File: config.mk
export PLATFORM = sky130hd
export DESIGN_NAME = fetch_stage
export DESIGN_NICKNAME = d
export VERILOG_FILES = /design/src/rtl/fetch_stage.sv
export SDC_FILE = /design/constraint.sdc
export NUM_CORES = 1
export LEC_CHECK = 0
export CORE_MARGIN = 1.5
export CORE_UTILIZATION = 38
export CTS_BUF_LIST = sky130_fd_sc_hd__clkbuf_4
export CTS_CLUSTER_DIAMETER = 200
export CTS_CLUSTER_SIZE = 16
export DETAILED_ROUTE_END_ITERATION = 10
export PLACE_DENSITY = 0.84
export SYNTH_ARGS = -nofsm -noshare
export SYNTH_HDL_FRONTEND = slang
export SYNTH_SLANG_ARGS = --single-unit
File: constraint.sdc
create_clock -name clk -period 1.3 [get_ports clk]
set_input_delay 0.195 -clock clk [delete_from_list [all_inputs] [get_ports clk]]
set_output_delay 0.195 -clock clk [all_outputs]
set_load 0.01 [all_outputs]
File: src/rtl/fetch_stage.sv
// Instruction fetch stage: issues npc to instruction memory with one outstanding
// access, returns the word to prediction and buffers {pc, inst} for DECODE.
module fetch_stage #(
   parameter logic [31:0] NOP_INST = 32'h0000_0000
) (
   input  logic        clk,
   input  logic        rst,
   input  logic [31:0] npc,
   input  logic        br_late,
   output logic        fetch_stall,
   output logic [31:0] inst_feedback,
   output logic        imem_req,
   output logic [31:0] imem_addr,
   input  logic        imem_gnt,
   input  logic        imem_rvalid,
   input  logic [31:0] imem_rdata,
   output logic        dec_valid,
   output logic [31:0] dec_pc,
   output logic [31:0] dec_inst,
   output logic        dec_misalign,
   input  logic        dec_ready
);

   localparam int unsigned XLEN = 32;

   typedef enum logic [1:0] {
      ST_IDLE = 2'd0,
      ST_WAIT = 2'd1,
      ST_DROP = 2'd2
   } state_e;

   state_e            state_q, state_d;
   logic [XLEN-1:0]   req_pc_q, req_pc_d;
   logic              req_mis_q, req_mis_d;
   logic              dec_valid_q, dec_valid_d;
   logic [XLEN-1:0]   dec_pc_q, dec_pc_d;
   logic [XLEN-1:0]   dec_inst_q, dec_inst_d;
   logic              dec_mis_q, dec_mis_d;

   logic resp;
   logic slot_free;
   logic can_issue;
   logic grant;
   logic load;

   // Handshake qualifiers; reset forces the request port idle.
   always_comb begin
      resp      = (state_q == ST_WAIT) & imem_rvalid;
      slot_free = ~dec_valid_q | dec_ready;
      can_issue = rst & ~br_late & slot_free & ((state_q == ST_IDLE) | resp);
      grant     = can_issue & imem_gnt;
      load      = resp & ~br_late;
   end

   assign imem_req      = can_issue;
   assign imem_addr     = {npc[XLEN-1:2], 2'b00};
   assign fetch_stall   = ~grant;
   assign inst_feedback = resp ? imem_rdata : NOP_INST;

   assign dec_valid     = dec_valid_q;
   assign dec_pc        = dec_pc_q;
   assign dec_inst      = dec_inst_q;
   assign dec_misalign  = dec_mis_q;

   // Next-state logic for the outstanding-access tracker.
   always_comb begin
      state_d = state_q;
      unique case (state_q)
         ST_IDLE: if (grant) state_d = ST_WAIT;
         ST_WAIT: begin
            if (br_late)    state_d = imem_rvalid ? ST_IDLE : ST_DROP;
            else if (resp)  state_d = grant ? ST_WAIT : ST_IDLE;
         end
         ST_DROP: if (imem_rvalid) state_d = ST_IDLE;
         default: state_d = ST_IDLE;
      endcase
   end

   // Request tag capture and output-entry update; flush outranks load.
   always_comb begin
      req_pc_d    = req_pc_q;
      req_mis_d   = req_mis_q;
      dec_valid_d = dec_valid_q;
      dec_pc_d    = dec_pc_q;
      dec_inst_d  = dec_inst_q;
      dec_mis_d   = dec_mis_q;

      if (grant) begin
         req_pc_d  = npc;
         req_mis_d = |npc[1:0];
      end

      if (br_late) begin
         dec_valid_d = 1'b0;
      end else if (load) begin
         dec_valid_d = 1'b1;
         dec_pc_d    = req_pc_q;
         dec_inst_d  = imem_rdata;
         dec_mis_d   = req_mis_q;
      end else if (dec_valid_q & dec_ready) begin
         dec_valid_d = 1'b0;
      end
   end

   always_ff @(posedge clk) begin
      if (!rst) begin
         state_q     <= ST_IDLE;
         req_pc_q    <= '0;
         req_mis_q   <= 1'b0;
         dec_valid_q <= 1'b0;
         dec_pc_q    <= '0;
         dec_inst_q  <= '0;
         dec_mis_q   <= 1'b0;
      end else begin
         state_q     <= state_d;
         req_pc_q    <= req_pc_d;
         req_mis_q   <= req_mis_d;
         dec_valid_q <= dec_valid_d;
         dec_pc_q    <= dec_pc_d;
         dec_inst_q  <= dec_inst_d;
         dec_mis_q   <= dec_mis_d;
      end
   end

endmodule

== After elaboration in Yosys (flattened, before gate mapping) ==
Cells that the tools add are included.

* Word-level logic and storage cells: 41
* Output and inout port bits: 132
* Flip-flop bits (word level): 101

* Equal/unequal tests: 5
* Reductions and logical operators: 6
* Muxes and demuxes: 10
* Bitwise operators: 13

{| class="wikitable"
|+ Operator list
! cell !! number
|-
| $mux W32 || 1
|-
| $mux W2 || 5
|-
| $and A1 B1 Y1 || 7
|-
| $pmux W2 S3 || 1
|-
| $ne A2 B2 Y1 const B || 2
|-
| $not A1 Y1 || 4
|-
| $reduce_or A2 Y1 || 2
|-
| $mux W1 || 3
|-
| $ne A3 B3 Y1 const B || 1
|-
| $reduce_and A3 Y1 || 1
|-
| $eq A2 B1 Y1 const B || 1
|-
| $eq A2 B2 Y1 const B || 1
|-
| $logic_not A2 Y1 || 1
|-
| $or A1 B1 Y1 || 2
|-
| $reduce_and A2 Y1 || 1
|-
| $reduce_bool A2 Y1 || 1
|}

== Logic depth before layout (Yosys ltp) ==
* Word-level depth: 9
* Gate-level depth with buffers: 5
* Depth with buffers taken out: 3

== Least setup slack after synthesis ==
No wires, ideal clock.

* Path kind: flip-flop to flip-flop
* From: register state_q[1]
* To: register dec_inst_q[10], in the netlist dec_inst[10]
* Period minus slack after synthesis: 1.253 ns
* Path slack: 0.047 ns
* Required time: 1.183 ns
* Data arrival time: 1.136 ns
* Setup time: 0.117 ns
* Buffers on the path: 2
* Stages on the path, launching flop included: 6
* Path through: dfxtp_1 -> and4bb_1 -> nor2b_1 -> buf_6 -> buf_6 -> a22o_1

* Cells in the longest elaborated chain, start to end: 4

{| class="wikitable"
|+ RTL lines
! item !! line !! text
|-
| start: declaration || 32 || <nowiki>state_e state_q, state_d;</nowiki>
|-
| start signal: assignment || 115 || <nowiki>state_q <= state_d;</nowiki>
|-
| $eq A2 B1 Y1 || 48 || <nowiki>resp = (state_q == ST_WAIT) & imem_rvalid;</nowiki>
|-
| $and A1 B1 Y1 || 48 ||
|-
| $and A1 B1 Y1 || 52 || <nowiki>load = resp & ~br_late;</nowiki>
|-
| $reduce_and A2 Y1 (no source line) || - ||
|-
| end signal: assignment || 120 || <nowiki>dec_inst_q <= dec_inst_d;</nowiki>
|-
| end: declaration || 37 || <nowiki>logic [XLEN-1:0] dec_inst_q, dec_inst_d;</nowiki>
|}

Every way passes these cells.
A chain may end at the register's enable or synchronous reset.

== Final worst setup path ==
* From: register state_q[1]
* To: output inst_feedback[16]

* Cells in the longest elaborated chain, start to end: 3

{| class="wikitable"
|+ RTL lines
! item !! line !! text
|-
| $eq A2 B1 Y1 || 48 ||
|-
| $and A1 B1 Y1 || 48 ||
|-
| $mux W32 || 58 || <nowiki>assign inst_feedback = resp ? imem_rdata : NOP_INST;</nowiki>
|-
| end: declaration || 11 || <nowiki>output logic [31:0] inst_feedback,</nowiki>
|}

Every way passes these cells.

==> results.txt <==
----------------------------------------------------
[Logic synthesis]
  Combinational family with the most area after synthesis ... simple AND/OR/NAND/NOR gates
  Post-synthesis share of cell area spent on full adders, half adders and majority gates ... 0
  Parity-gate share of the synthesized area counting xor and xnor cells ... 0
  Share of the yosys chip area belonging to registers ... 0.494
  Number of unique standard cell types used by synthesis ... 27
  Count of state elements after synthesis ... 101
  Synthesized cell area ... 0.00409 mm2
  Mux share of post-synthesis cell area ... 0.0834
  Mean post-synth cell area ... 9.18 um2
  Area fraction in compound gates after synthesis ... 0.112
  Synth Warn # ... 0
  Synth Area in Simple Gates ... 0.174
  Post-synthesis instance total ... 446

[Critical path]
  Reg2reg start ... state_q[1]
  Total buffers and inverters traversed by the critical path ... 5
  Slowest library cell on the worst path ... sky130_fd_sc_hd__dfxtp_2
  Element type at the critical path end ... output pin
  Register-to-Register Path Depth ... 8
  Path type of the worst setup path ... reg -> out
  Data required time of the critical path ... 1.11 ns
  Kind of start point of the critical path ... register
  List of cells traversed by the critical path ... buf_6 -> nor2_4 -> buf_6 -> buf_6 -> buf_6 -> and2_4 -> buf_6
  Peak per-stage delay on the critical path ... 0.37 ns
  Top cell family by delay on the critical path ... buffers and inverters
  Endpoint arrival time on the critical path ... 1.68 ns
  Crit. path cell count ... 7
  Worst Path Max Fanout ... 5
  Most repeated library cell on the critical path ... sky130_fd_sc_hd__buf_6
  Source of the critical timing path ... state_q[1]

[Power and ir drop]
  Pwr Density ... 793 mW/mm2
  Combinational Power Share ... 0.160
  Switch share ... 0.272
  Int Pwr ... 4.08 mW
  NetSw ... 1.53 mW
  Worst IR Drop VDD ... 0.468 mV
  Pleak ... 3.28 nW
  Share of power burned in the clock network ... 0.264
  Overall power consumption ... 5.61 mW
  Seq pwr share ... 0.576

[Layout]
  Fraction of final layout cells with drive strength greater than 1 ... 0.404
  Fin nets ... 745
  Non-filler instance count after layout ... 816
  Final Instance Area ... 0.00707 mm2
  Synthesis-to-finish area growth ... 72.7%
  Antenna diode count ... 0
  Layout Utilization ... 0.682

[STA]
  Tmin final ... 1.88 ns
  Transition time of the tightest slew-check pin ... 0.561 ns
  Number of pins with negative max-slew slack in the final report ... 0
  Slack of the critical path ... -0.579 ns
  Setup repair after global routing missed its margin ... yes
  Final cycle utilization of the critical path ... 1.45
  WHS ... 0.210 ns
  Slew headroom ... 0.626
  Final count of hold timing violations ... 0
  Clock skew after layout ... 0.0175 ns
  Max Freq ... 532 MHz
  Final setup violating endpoints ... 132

[Route]
  Routed via count divided by cell count ... 4.92
  Vias post-DR ... 4011
  Met1 WL ... 5950 um
  DR pass1 iterations ... 4
  Routed length on met3 ... 1140 um
  Amount of wire on met2 after detailed routing ... 7610 um
  Post-route antenna net violation count ... 0
  Wire per inst ... 18.3 um
  Total wirelength of the detailed-routed design ... 14900 um
  Detailed Route Iter0 Violations ... 164
  Top layer in use ... met4
  Post-detailed-route DRC marker count ... 0

[Placed design]
  Area of placed instances ... 0.00610 mm2
  GP Congestion ... 0.811
  Number of placed cells counting well taps ... 752
  Number of input and output port buffers inserted ... 199
  Detailed-placement wirelength estimate ... 8100 um

[Clock tree]
  Register clock-pin slew on the reported worst setup and hold paths ... 0.16 ns
  TritonCTS clock tree ... yes
  Number of clock sinks ... 101
  Clk root buf ... sky130_fd_sc_hd__clkbuf_4
  H-tree depth reported by CTS ... 3
  Clock latency at the later pin of the worst-skew pair ... 0.44 ns
  Maximum root-to-sink buffer count ... 2
  Num CTS Buffers ... 9

[Global routing]
  Via count of the first global-routing pass ... 3873
  Antenna violations before repair ... 0
  Remaining Overflow, GRT ... 0
  Pin count of the biggest net entering global routing ... 52
  Global router's overall resource usage ... 0.217
  Wire length of the first global-routing pass ... 19400 um

[Min path]
  Number of cells traversed by the worst hold path ... 3
  Classification of the worst-slack hold path ... in -> reg
  Worst Hold Launch ... rst

[Floorplanning]
  Standard cell core area ... 0.0104 mm2
  Effective utilization at floorplan ... 0.395
  Std cell rows ... 37
  Die boundary height ... 107 um
  I/O pin count ... 202
  Area of the die ... 0.0114 mm2
  Die Span X ... 107 um

[Flow run]
  Max-capacitance violation count ... 0

[Run status]
  Violated checks ... negative setup slack
  Outcome ... finished with violations

----------------------------------------------------
worst paths after layout:
| kind | endpoint | slack [ns] |
|---|---|---|
| max | inst_feedback[16] | -0.58 |
| min | state_q[0] | 0.21 |
| max reg2reg | dec_inst[30] | -0.36 |
| min reg2reg | dec_pc[2] | 0.46 |
synthesized netlist by cell type, drive strengths merged:
library cell | n | share of area
a21oi | 1 | 0.0012
nand2b | 3 | 0.0046
conb | 1 | 0.00092
inv | 32 | 0.029
and2 | 32 | 0.049
mux2 | 1 | 0.0028
nand4 | 1 | 0.0015
nand3b | 1 | 0.0018
buf | 52 | 0.095
nand2 | 69 | 0.063
a21boi | 1 | 0.0018
a22o | 32 | 0.068
nor2 | 3 | 0.0028
clkbuf | 12 | 0.011
dfxtp | 101 | 0.49
nand3 | 33 | 0.040
nor3b | 2 | 0.0049
and3 | 1 | 0.0015
and4bb | 1 | 0.0031
mux2i | 33 | 0.081
nor2b | 1 | 0.0015
o21ai | 33 | 0.040
placed cells by master (no fill, tap or decap), drive strengths merged, types with 2 or more instances in the layout:
cell,Yosys,layout
buf,52,107
dfxtp,101,101
nand2,69,69
clkdlybuf4s50,0,68
clkbuf,12,43
clkdlybuf4s15,0,38
mux2i,33,33
inv,32,33
nand3,33,33
o21ai,33,33
a22o,32,32
dlygate4sd2,0,32
and2,32,32
nand2b,3,3
clkinvlp,0,3
nor2,3,3
nor2b,1,3
clkinv,0,3
conb,1,2
nor3b,2,2
flip-flops by register name, summed over array words and instances, names as in the netlist:
register	flops
dec_inst	32
dec_misalign	1
dec_pc	32
dec_valid	1
req_mis_q	1
req_pc_q	32
state_q	2
routing by layer:
metal | track usage | vias to the layer above
li1 | - | 1899
met1 | 0.236 | 1920
met2 | 0.396 | 172
met3 | 0.0681 | 20
met4 | 0.0781 | 0
met5 | 0 | -
metrics by stage:
| step | setup WS (ns) | TNS, ns |
|---|---|---|
| final | -0.579 | -39.54 |
| after floorplan | 0.0469 | 0 |
| after CTS | -0.584 | -34.57 |
| after detailed placement | -0.998 | -93.21 |
| after global placement | -0.882 | -87.92 |
| after global routing | -0.633 | -46.27 |
worst reg2reg max path, stage by stage (launching register included):
cell and delay (ns):
sky130_fd_sc_hd__dfxtp_2 0.37, sky130_fd_sc_hd__buf_6 0.13, sky130_fd_sc_hd__buf_4 0.13, sky130_fd_sc_hd__buf_6 0.10
sky130_fd_sc_hd__nand3b_1 0.22, sky130_fd_sc_hd__nor2_4 0.24, sky130_fd_sc_hd__buf_6 0.14, sky130_fd_sc_hd__clkbuf_16 0.15
sky130_fd_sc_hd__a22o_1 0.14
repair_timing:
item | in CTS | in global routing
hold buffers | 0 | 0
resized for setup | 338 | 200
endpoints found under the setup margin | 228 | 196
gates cloned | 6 | 12
pin swaps | 26 | 34
setup buffers | 18 | 17
final cells by class:
| cell class | count | area, um2 |
|---|---|---|
| Clock inverter | 7 | 50.0 |
| Timing Repair Buffer | 279 | 2760 |
| Sequential cell | 101 | 2070 |
| Inverter | 32 | 120 |
| Multi-Input combinational cell | 252 | 1840 |
| Fill cell | 774 | 3300 |
| Clock buffer | 9 | 67.6 |
| Tap cell | 136 | 170 |
logic make-up after synthesis:
| logic type | count (synthesis) |
|---|---|
| AND/OR/NAND/NOR | 147 |
| flip-flops | 101 |
| buffers and inverters | 96 |
| AO/OA/AOI/OAI | 67 |
| multiplexers | 34 |
| other | 1 |
power by group through the flow:
stage | Clock [mW] | Sequential, mW | Combinational [mW]
final | 1.48 | 3.23 | 0.898
after global routing | 1.65 | 3.24 | 0.951
after CTS | 1.51 | 3.22 | 0.812
after detailed placement | 0 | 3.28 | 0.779
after global placement | 0 | 3.28 | 0.763
after floorplan | 0 | 3.28 | 0.343
Note: power is estimated with default switching activity, not from simulation.
